File: config.mk
export PLATFORM = sky130hd
export DESIGN_NAME = uart_send64
export DESIGN_NICKNAME = d
export VERILOG_FILES = /design/src/rtl/uart_pkg.sv /design/src/rtl/uart_byte_tx.sv /design/src/rtl/uart_send64.sv
export SDC_FILE = /design/constraint.sdc
export NUM_CORES = 1
export LEC_CHECK = 0
export CORE_ASPECT_RATIO = 1.25
export CORE_UTILIZATION = 55
export DETAILED_ROUTE_END_ITERATION = 12
export DONT_BUFFER_PORTS = 1
export HOLD_SLACK_MARGIN = 0.06
export PLACE_DENSITY = 0.76
export SKIP_CTS_REPAIR_TIMING = 1
export SLEW_MARGIN = 20
export SYNTH_ARGS = -nofsm -noshare
export SYNTH_HDL_FRONTEND = slang
export SYNTH_SLANG_ARGS = --single-unit
export TNS_END_PERCENT = 5
File: constraint.sdc
create_clock -name sys_clk -period 3 [get_ports sys_clk]
set_clock_uncertainty 0.15 [all_clocks]
set_input_delay 0.75 -clock sys_clk [delete_from_list [all_inputs] [get_ports sys_clk]]
set_output_delay 0.75 -clock sys_clk [all_outputs]
set_load 0.01 [all_outputs]
File: src/rtl/uart_pkg.sv
// Shared constants for the 64-bit UART transmit path: FSM encoding,
// default line parameters and 8N1 frame geometry.
package uart_pkg;

    // Byte-serializer state encoding
    localparam logic [1:0] ST_IDLE  = 2'd0;
    localparam logic [1:0] ST_START = 2'd1;
    localparam logic [1:0] ST_DATA  = 2'd2;
    localparam logic [1:0] ST_STOP  = 2'd3;

    // Default clock and baud rate
    localparam int DEF_CLK_FREQ = 50_000_000;
    localparam int DEF_UART_BPS = 115_200;

    // Frame geometry: 8 data bits, 8 bytes per word, start + 8 data + stop
    localparam int DATA_BITS      = 8;
    localparam int BYTES_PER_WORD = 8;
    localparam int BITS_PER_FRAME = 10;

endpackage

File: src/rtl/uart_byte_tx.sv
// Single-byte 8N1 serializer. Owns the baud counter and START/DATA/STOP
// sequencing. The byte is read live from i_byte_data (the parent holds it
// stable for the whole byte). i_byte_start is honoured in IDLE and on the
// last clock of STOP, so consecutive bytes follow with no idle gap.
module uart_byte_tx
    import uart_pkg::*;
#(
    parameter int BPS_CNT = DEF_CLK_FREQ / DEF_UART_BPS
) (
    input  logic       clk,
    input  logic       srst,
    input  logic       i_byte_start,
    input  logic [7:0] i_byte_data,
    output logic       o_txd,
    output logic       o_byte_done
);

    localparam int               CNT_W    = (BPS_CNT > 1) ? $clog2(BPS_CNT) : 1;
    localparam logic [CNT_W-1:0] CNT_LAST = CNT_W'(BPS_CNT - 1);
    localparam logic [2:0]       BIT_LAST = 3'(DATA_BITS - 1);

    logic [1:0]       r_state;
    logic [CNT_W-1:0] r_baud_cnt;
    logic [2:0]       r_bit_idx;
    logic             r_txd;

    logic             w_bit_end;
    logic [2:0]       w_bit_next;

    assign w_bit_end   = (r_baud_cnt == CNT_LAST);
    assign w_bit_next  = r_bit_idx + 3'd1;
    assign o_byte_done = (r_state == ST_STOP) && w_bit_end;
    assign o_txd       = r_txd;

    // Bit-period sequencing; the line register is loaded with the level of the
    // period that begins at this edge, so the line changes exactly on bit edges.
    always_ff @(posedge clk) begin
        if (srst) begin
            r_state    <= ST_IDLE;
            r_baud_cnt <= '0;
            r_bit_idx  <= '0;
            r_txd      <= 1'b1;
        end else begin
            case (r_state)
                ST_IDLE: begin
                    r_baud_cnt <= '0;
                    r_bit_idx  <= '0;
                    r_txd      <= 1'b1;
                    if (i_byte_start) begin
                        r_state <= ST_START;
                        r_txd   <= 1'b0;
                    end
                end
                ST_START: begin
                    if (w_bit_end) begin
                        r_baud_cnt <= '0;
                        r_bit_idx  <= '0;
                        r_state    <= ST_DATA;
                        r_txd      <= i_byte_data[0];
                    end else begin
                        r_baud_cnt <= r_baud_cnt + 1'b1;
                    end
                end
                ST_DATA: begin
                    if (w_bit_end) begin
                        r_baud_cnt <= '0;
                        if (r_bit_idx == BIT_LAST) begin
                            r_bit_idx <= '0;
                            r_state   <= ST_STOP;
                            r_txd     <= 1'b1;
                        end else begin
                            r_bit_idx <= w_bit_next;
                            r_txd     <= i_byte_data[w_bit_next];
                        end
                    end else begin
                        r_baud_cnt <= r_baud_cnt + 1'b1;
                    end
                end
                default: begin // ST_STOP
                    if (w_bit_end) begin
                        r_baud_cnt <= '0;
                        if (i_byte_start) begin
                            r_state <= ST_START;
                            r_txd   <= 1'b0;
                        end else begin
                            r_state <= ST_IDLE;
                            r_txd   <= 1'b1;
                        end
                    end else begin
                        r_baud_cnt <= r_baud_cnt + 1'b1;
                    end
                end
            endcase
        end
    end

endmodule

File: src/rtl/uart_send64.sv
// Sends a 64-bit word as 8 UART bytes, MSB byte first, triggered by a rising
// edge of send_en. tx_busy covers the whole word; tx_done pulses once at the end.
module uart_send64
    import uart_pkg::*;
#(
    parameter int CLK_FREQ = DEF_CLK_FREQ,
    parameter int UART_BPS = DEF_UART_BPS
) (
    input  logic        sys_clk,
    input  logic        sys_rst,
    input  logic        send_en,
    input  logic [63:0] send_data,
    output logic        uart_txd,
    output logic        tx_busy,
    output logic        tx_done
);

    localparam int         BPS_CNT   = CLK_FREQ / UART_BPS;
    localparam logic [2:0] BYTE_LAST = 3'(BYTES_PER_WORD - 1);

    logic        r_send_en_d0;
    logic [63:0] r_tx_buf;
    logic [2:0]  r_byte_idx;
    logic        r_tx_busy;
    logic        r_tx_done;

    logic        w_start_flag;
    logic        w_accept;
    logic        w_byte_done;
    logic        w_last_byte;
    logic        w_byte_start;
    logic [2:0]  w_byte_sel;
    logic [7:0]  w_cur_byte;

    // Edges arriving while busy (including the cycle tx_busy falls) are dropped.
    assign w_start_flag = send_en & ~r_send_en_d0;
    assign w_accept     = w_start_flag & ~r_tx_busy;
    assign w_last_byte  = (r_byte_idx == BYTE_LAST);
    assign w_byte_start = w_accept | (w_byte_done & ~w_last_byte);

    // byte 0 is bits 63:56
    assign w_byte_sel   = BYTE_LAST - r_byte_idx;
    assign w_cur_byte   = r_tx_buf[{w_byte_sel, 3'b000} +: 8];

    assign tx_busy = r_tx_busy;
    assign tx_done = r_tx_done;

    // Delay send_en by one clock for rising-edge detection
    always_ff @(posedge sys_clk) begin
        if (sys_rst) begin
            r_send_en_d0 <= 1'b0;
        end else begin
            r_send_en_d0 <= send_en;
        end
    end

    // Word latch, byte sequencing and busy/done reporting
    always_ff @(posedge sys_clk) begin
        if (sys_rst) begin
            r_tx_buf   <= '0;
            r_byte_idx <= '0;
            r_tx_busy  <= 1'b0;
            r_tx_done  <= 1'b0;
        end else begin
            r_tx_done <= 1'b0;
            if (w_accept) begin
                r_tx_buf   <= send_data;
                r_byte_idx <= '0;
                r_tx_busy  <= 1'b1;
            end else if (w_byte_done) begin
                if (w_last_byte) begin
                    r_byte_idx <= '0;
                    r_tx_busy  <= 1'b0;
                    r_tx_done  <= 1'b1;
                end else begin
                    r_byte_idx <= r_byte_idx + 3'd1;
                end
            end
        end
    end

    uart_byte_tx #(
        .BPS_CNT (BPS_CNT)
    ) u_byte_tx (
        .clk          (sys_clk),
        .srst         (sys_rst),
        .i_byte_start (w_byte_start),
        .i_byte_data  (w_cur_byte),
        .o_txd        (uart_txd),
        .o_byte_done  (w_byte_done)
    );

endmodule

==> metrics.txt, run 1 <==
status=completed; r2r worst-path depth=7; summed instance area of the synthesized netlist=around 3700 um^2; Sum Neg Setup Slack=0 ns; Final Max Tran Viols=0; vias=2,876; Tightest Hold Check Type=reg2reg; Vias per Instance=around 5.7; Clk pwr share=0.357; total non-filler cell area in the finished layout=around 4000 um^2; Synthesis Warnings=0; power per standard cell area=~630 nW/um^2; placeable core area=~6600 um^2; P_int=around 1.8 mW; cell depth of the worst min-delay path=2; Crit-path slowest cell=sky130_fd_sc_hd__a311oi_1; Cell Chain, Critical Path=buf_4 > ha_1 > ha_1 > nand4b_1 > a311oi_1 > mux2i_1 > nor2_1; category of the worst setup path capture point=flip-flop; critical path type=reg2reg; mean post-synth cell area=8.735 um^2; Iteration-0 DRC Markers=177; clock tree from TritonCTS=yes; top flip-flop cell by instance count after synthesis=sky130_fd_sc_hd__dfxtp_1; total leakage power=~1.4 nW; CP peak stage delay=approximately 0.5 ns; parity-gate share of the synthesized area counting xor and xnor cells=0.01409; Tot GR Track Use=0.2376; post-synthesis net count=between 500 and 600; unrepaired setup endpoints after global routing=no; total number of placement rows=33; Tightest Pin Transition=approximately 0.60 ns; Final Cycle Share=0.8206; FF+latch count, synth=85; TritonCTS sink count=between 80 and 90; area share of fa/ha/maj cells after synthesis=0.03355; DRC violations left=0; x dimension of the die=~76 um; most numerous cell on the critical path=sky130_fd_sc_hd__ha_1; Initial Util=0.5681; cell count after synthesis=~430; Post-Route Utilization=0.6074; grt total ovfl=0; number of enable-type register cells in the synthesized netlist=0; quantity of I/O buffers inserted on ports=0; Die Area=between 7000 and 8000 um^2; pre-CTS setup slack=around 0.59 ns; critical path startpoint category=flip-flop; wire length of the first global-routing pass=12,480 um; met2 WL post-DR=roughly 3800 um; number of buffers inserted during clock tree synthesis=9; gate family responsible for the most delay along the worst path=compound AO/OA/AOI/OAI gates; Switching Share=0.2637; initial antenna violation count=0; source of the worst hold timing path=r_tx_buf[21]; routed length on met1=3181 um; Synth Area in Compound Gates=0.1214; maximum fanout count along the critical path=11; Combinational Power Share=0.138; pin count of the biggest net entering global routing=slightly below 80; share of synthesized area spent on multiplexers=0.1328; number of global-route vias before repair=2,751; min setup slack post-route=0.5382 ns; HPWL after DPL=around 5500 um; arrival time at the worst endpoint=roughly 2.6 ns; layout cell share with drive strength beyond 1=0.1050; highest clock frequency the design can meet=just over 0.4 GHz; final critical-path required period=about 2.5 ns; area fraction in and, or, nand and nor cells after synthesis=0.2073; number of filler instances in the final layout=between 500 and 600; highest ir drop seen on vdd=0.3415 mV; sequential share of the synthesized area=0.4562; first-pass iteration count of the detailed router=4; net count reported at finish=a little under 500; clock root cell=sky130_fd_sc_hd__clkbuf_8; critical register-to-register path startpoint=r_byte_idx[0]; maximum capacitance violations=0; fraction of synthesis flops using an asynchronous set or reset pin=0; I/O Pins=70; average detailed-routed wire length per instance=between 15 and 20 um; share of power burned in registers=0.505; met3 wire length=around 470 um; number of distinct library cells after synthesis=38; crit path buf inv count=1; Antenna Cells=0; clock network latency to the later pin of the worst-skew pair=~0.36 ns; height of the chip=between 90 and 100 um; Setup-failing EPs final=0; overall power consumption=around 2.5 mW; sum of routed wire length over all layers=approximately 7800 um; FF-to-FF End=u_byte_tx.r_state[1]; Placer Congestion=0.8158; flop-to-flop setup slack=~0.54 ns; clock buffer depth=2; Switch Pwr=659.4 uW; final number of hold-violating endpoints=0; Top Layer Used=met4; clock input transition at the sequential cells of the worst setup and hold paths=about 0.08 ns; area added between synthesis and finish=6.910%; dominant combinational cell family by area after synthesis=simple AND/OR/NAND/NOR gates; number of nets with antenna violations after detailed routing=0; total placed instance area=roughly 3800 um^2; worst slew margin relative to its limit=0.6025; data required time at the worst endpoint=between 3 and 4 ns; count of H-tree levels built during CTS=3; end of the worst hold path=r_tx_buf[21]
==> kinds of logic (layout without fill, tap and decap cells) <==
family / count (synthesis) / after routing
muxes: 28 / 28
and+or+nand+nor: 182 / 182
adders and majority gates: 10 / 10
xor gates and xnor gates: 6 / 6
AOI/OAI and AO/OA: 84 / 84
buffers and inverters: 32 / 24
DFF: 85 / 85
==> worst min-delay path: stages (launching register included) <==
cell                      delay, ns
sky130_fd_sc_hd__dfxtp_1       0.31
sky130_fd_sc_hd__nand2_1       0.05
sky130_fd_sc_hd__a21oi_1       0.05
==> per-stage QoR <==
step           hold WS [ns]  cells
2_1_floorplan        0.2795    427
6_report             0.3010    506
3_5_place_dp         0.2906    490
4_1_cts              0.2982    506
5_1_grt              0.2921    506
3_3_place_gp         0.2842    490
==> synthesized netlist by cell type (4+ instances only) <==
cell type	count	area, um^2
sky130_fd_sc_hd__mux4_2	17	382.9
sky130_fd_sc_hd__a21oi_1	73	365.4
sky130_fd_sc_hd__nand2_1	132	495.5
sky130_fd_sc_hd__buf_2	4	20.02
sky130_fd_sc_hd__ha_1	10	125.1
sky130_fd_sc_hd__nor2_1	20	75.07
sky130_fd_sc_hd__and2_1	4	25.02
sky130_fd_sc_hd__dfxtp_1	85	1702
sky130_fd_sc_hd__clkbuf_1	21	78.83
sky130_fd_sc_hd__mux2i_1	9	90.09
sky130_fd_sc_hd__xnor2_1	4	35.03
sky130_fd_sc_hd__nor3_1	4	20.02
==> final cells by class <==
class	count	area [um^2]	share of cell area
clock buffers	10	137.6	0.03452
clock inverters	6	86.33	0.02165
inverters	3	11.26	0.002824
multi-input cells	310	1904	0.4776
flip-flops and latches	85	1702	0.4267
well taps	87	108.9	0.02730
repair buffers	5	37.54	0.009413
==> cells in the final DEF (no fill, tap or decap), types with 2 or more instances in the layout <==
cell type	synthesis	routed
sky130_fd_sc_hd__nor3_1	4	4
sky130_fd_sc_hd__inv_1	3	3
sky130_fd_sc_hd__nand2_1	132	132
sky130_fd_sc_hd__a211oi_1	2	2
sky130_fd_sc_hd__buf_4	1	5
sky130_fd_sc_hd__dfxtp_1	85	85
sky130_fd_sc_hd__xor2_1	2	2
sky130_fd_sc_hd__ha_1	10	10
sky130_fd_sc_hd__and3_1	3	3
sky130_fd_sc_hd__nor2b_1	3	3
sky130_fd_sc_hd__nand2b_1	3	3
sky130_fd_sc_hd__clkbuf_8	0	10
sky130_fd_sc_hd__or3_1	2	2
sky130_fd_sc_hd__nand4b_1	2	2
sky130_fd_sc_hd__mux4_2	17	17
sky130_fd_sc_hd__bufinv_16	0	2
sky130_fd_sc_hd__or3b_2	2	2
sky130_fd_sc_hd__xnor2_1	4	4
sky130_fd_sc_hd__mux2_2	2	2
sky130_fd_sc_hd__a21oi_1	73	73
sky130_fd_sc_hd__clkinv_2	0	2
sky130_fd_sc_hd__nand3_1	3	3
sky130_fd_sc_hd__and2_1	4	4
sky130_fd_sc_hd__mux2i_1	9	9
sky130_fd_sc_hd__nor2_1	20	20
==> sequential cells by signal (all words and copies together) (netlist names) <==
register and count:
u_byte_tx.o_txd 1, u_byte_tx.r_baud_cnt 9, tx_busy 1, r_send_en_d0 1, r_tx_buf 64, r_byte_idx 3, u_byte_tx.r_bit_idx 3, u_byte_tx.r_state 2
tx_done 1
==> power groups by stage <==
stage / combinational (mW) / clock (mW) / sequential (mW)
after floorplan: 0.302 / 0 / 1.26
final: 0.345 / 0.894 / 1.26
after detailed placement: 0.345 / 0 / 1.29
after CTS: 0.348 / 0.907 / 1.26
after global placement: 0.334 / 0 / 1.29
after global routing: 0.392 / 0.950 / 1.27
==> metal layers <==
layer / vias up / global-route usage
met3: 25 / 0.06116
met4: 0 / 0.1389
met2: 87 / 0.3772
met5: - / 0
li1: 1432 / -
met1: 1332 / 0.2852
==> worst max path at each step <==
stage / start / to / slack (ns) / cells after the start
after floorplan: send_en / u_byte_tx.r_state[0] / 0.82 / 4
after global placement: r_byte_idx[0] / u_byte_tx.r_state[1] / 0.69 / 7
after detailed placement: r_byte_idx[0] / u_byte_tx.r_state[0] / 0.59 / 7
after CTS: r_byte_idx[0] / u_byte_tx.r_state[1] / 0.54 / 7
after global routing: r_byte_idx[0] / u_byte_tx.r_state[1] / 0.38 / 7
final: r_byte_idx[0] / u_byte_tx.r_state[1] / 0.54 / 7
Note: power is estimated with default switching activity, not from simulation.
==> run 2, diff against run 1 <==
==> constraint.sdc (replaced) <==
create_clock -name sys_clk -period 2.3 [get_ports sys_clk]
set_clock_uncertainty 0.15 [all_clocks]
set_input_delay 0.575 -clock sys_clk [delete_from_list [all_inputs] [get_ports sys_clk]]
set_output_delay 0.575 -clock sys_clk [all_outputs]
set_load 0.01 [all_outputs]
==> metrics.txt, run 2 (synthesis results as in run 1) <==
total number of placement rows=33 (unchanged); Final Cycle Share=0.9298 (+0.1092); Switching Share=0.2721 (+0.008434); highest clock frequency the design can meet=0.4676 GHz (+15%); CP peak stage delay=0.53 ns (+0.04 ns); layout cell share with drive strength beyond 1=0.1224 (+0.01734); initial antenna violation count=0 (unchanged); worst slew margin relative to its limit=0.6646 (+0.06212); clock buffer depth=2 (unchanged); Vias per Instance=5.627 (-1.0%); status=completed; critical path type=reg2reg; number of buffers inserted during clock tree synthesis=9 (unchanged); highest ir drop seen on vdd=0.4189 mV (+23%); number of instances in the placed design=496 (+1.2%); HPWL after DPL=5552 um (+0.53%); quantity of I/O buffers inserted on ports=0 (unchanged); Final Max Tran Viols=0 (unchanged); overall power consumption=3.121 mW (+25%); data required time at the worst endpoint=2.38 ns (-0.72 ns); Placer Congestion=0.8531 (+4.6%); total non-filler cell area in the finished layout=4019 um^2 (+0.78%); number of flip-flops under the largest register name=64 (unchanged); final number of hold-violating endpoints=0 (unchanged); Antenna Cells=0 (unchanged); clock root cell=sky130_fd_sc_hd__clkbuf_8; top flop regs=r_tx_buf: 64 flops, u_byte_tx.r_baud_cnt: 9 flops; Switch Pwr=849.4 uW (+29%); category of the worst setup path capture point=flip-flop; Crit-path slowest cell=sky130_fd_sc_hd__mux4_2; final std cells w/o fill=512 (+1.2%); Setup-failing EPs final=0 (unchanged); register ranked first by flip-flop count=r_tx_buf; P_int=2.272 mW (+23%); TritonCTS sink count=85 (unchanged); average detailed-routed wire length per instance=15.04 um (-2.0%); critical path startpoint category=flip-flop; Die Area=7117 um^2 (unchanged); number of nets with antenna violations after detailed routing=0 (unchanged); Initial Util=0.5681 (unchanged); grt total ovfl=0 (unchanged); sum of routed wire length over all layers=7699 um (-0.85%); most frequent cells in the layout=sky130_fd_sc_hd__nand2_1, sky130_fd_sc_hd__dfxtp_1, sky130_fd_sc_hd__a21oi_1; first-pass iteration count of the detailed router=4 (unchanged); wire length of the first global-routing pass=12,360 um (-0.95%); Combinational Power Share=0.151 (+0.013); share of power burned in registers=0.526 (+0.021); Tightest Hold Check Type=in2reg; Clk pwr share=0.322 (-0.035); vias=2,881 (+0.17%); area added between synthesis and finish=7.749%; GRT busiest layer=met2; total placed instance area=3821 um^2 (+1.5%); GR Util met1=0.2819 (-0.003363); maximum capacitance violations=0 (unchanged); final critical-path required period=2.138 ns (-0.3233 ns); Sum Neg Setup Slack=0 ns (unchanged); most common cell after layout, fill and taps aside=sky130_fd_sc_hd__nand2_1; DRC violations left=0 (unchanged); most numerous cell on the critical path=sky130_fd_sc_hd__mux4_2; clock network latency to the later pin of the worst-skew pair=0.35 ns (about the same); power per standard cell area=776.7 nW/um^2 (+24%); grt met3 use=0.06867 (+0.007511); net count reported at finish=497 (+1.2%); I/O Pins=70 (unchanged); pin count of the biggest net entering global routing=79 (unchanged); count of H-tree levels built during CTS=3 (unchanged); height of the chip=94.07 um (unchanged); global-route met2 utilization=0.3929 (+0.01563); Tot GR Track Use=0.2339 (-0.003726); total leakage power=1.471 nW (+1.6%); placeable core area=6565 um^2 (unchanged); unrepaired setup endpoints after global routing=no; Post-Route Utilization=0.6122 (+0.004764); clock tree from TritonCTS=yes; Tightest Pin Transition=0.5031 ns (-0.09318 ns); maximum fanout count along the critical path=6 (-5); number of global-route vias before repair=2,668 (-3.0%); Cell Chain, Critical Path=mux4_2 > mux4_2 > o22a_1 > a21oi_1 > a211oi_1; arrival time at the worst endpoint=2.22 ns (-0.34 ns); x dimension of the die=75.66 um (unchanged); Iteration-0 DRC Markers=144 (-19%); clock input transition at the sequential cells of the worst setup and hold paths=0.08 ns (about the same)
## run 2: worst paths after layout
check,cells after the start,slack (ns),endpoint,start
setup reg to reg,5,0.16,u_byte_tx.o_txd,r_byte_idx[0]
hold / removal,1,0.14,r_tx_buf[61],sys_rst
setup / recovery,5,0.16,u_byte_tx.o_txd,r_byte_idx[0]
hold reg to reg,2,0.30,r_tx_buf[13],r_tx_buf[13]
## run 2: per-stage QoR
stage | hold slack [ns] | worst slack [ns]
final | 0.1422 | 0.1615
after global routing | 0.1171 | 0.05608
after floorplan | 0.2795 | 0.2245
after detailed placement | 0.2889 | 0.01720
after CTS | 0.1284 | 0.01234
after global placement | 0.2841 | 0.1544
## run 2: final cells by class
class / instances / area (um^2)
multi-input cells: 310 / 1911
clock inverters: 7 / 66.31
flip-flops and latches: 85 / 1703
fillers: 565 / 2546
inverters: 3 / 11.26
clock buffers: 9 / 123.9
well taps: 87 / 108.9
repair buffers: 11 / 95.09
## run 2: critical path: cells and delay by family (launching register included)
family	cells	cell delay, ns
AOI/OAI and AO/OA	3	0.40
DFF	1	0.48
muxes	2	1.00
## run 2: routing by layer
layer  part of all wire  vias up
met1               0.41     1370
met2               0.53       64
met3              0.047        9
li1                   -     1438
met5                  0        -
met4              0.014        0
## run 2: power groups by stage
| stage | clock, mW | sequential [mW] | combinational (mW) |
|---|---|---|---|
| 6_report | 1.01 | 1.64 | 0.472 |
| 5_1_grt | 1.10 | 1.65 | 0.531 |
| 4_1_cts | 1.03 | 1.64 | 0.463 |
| 3_5_place_dp | 0 | 1.68 | 0.461 |
| 3_3_place_gp | 0 | 1.67 | 0.447 |
| 2_1_floorplan | 0 | 1.65 | 0.394 |
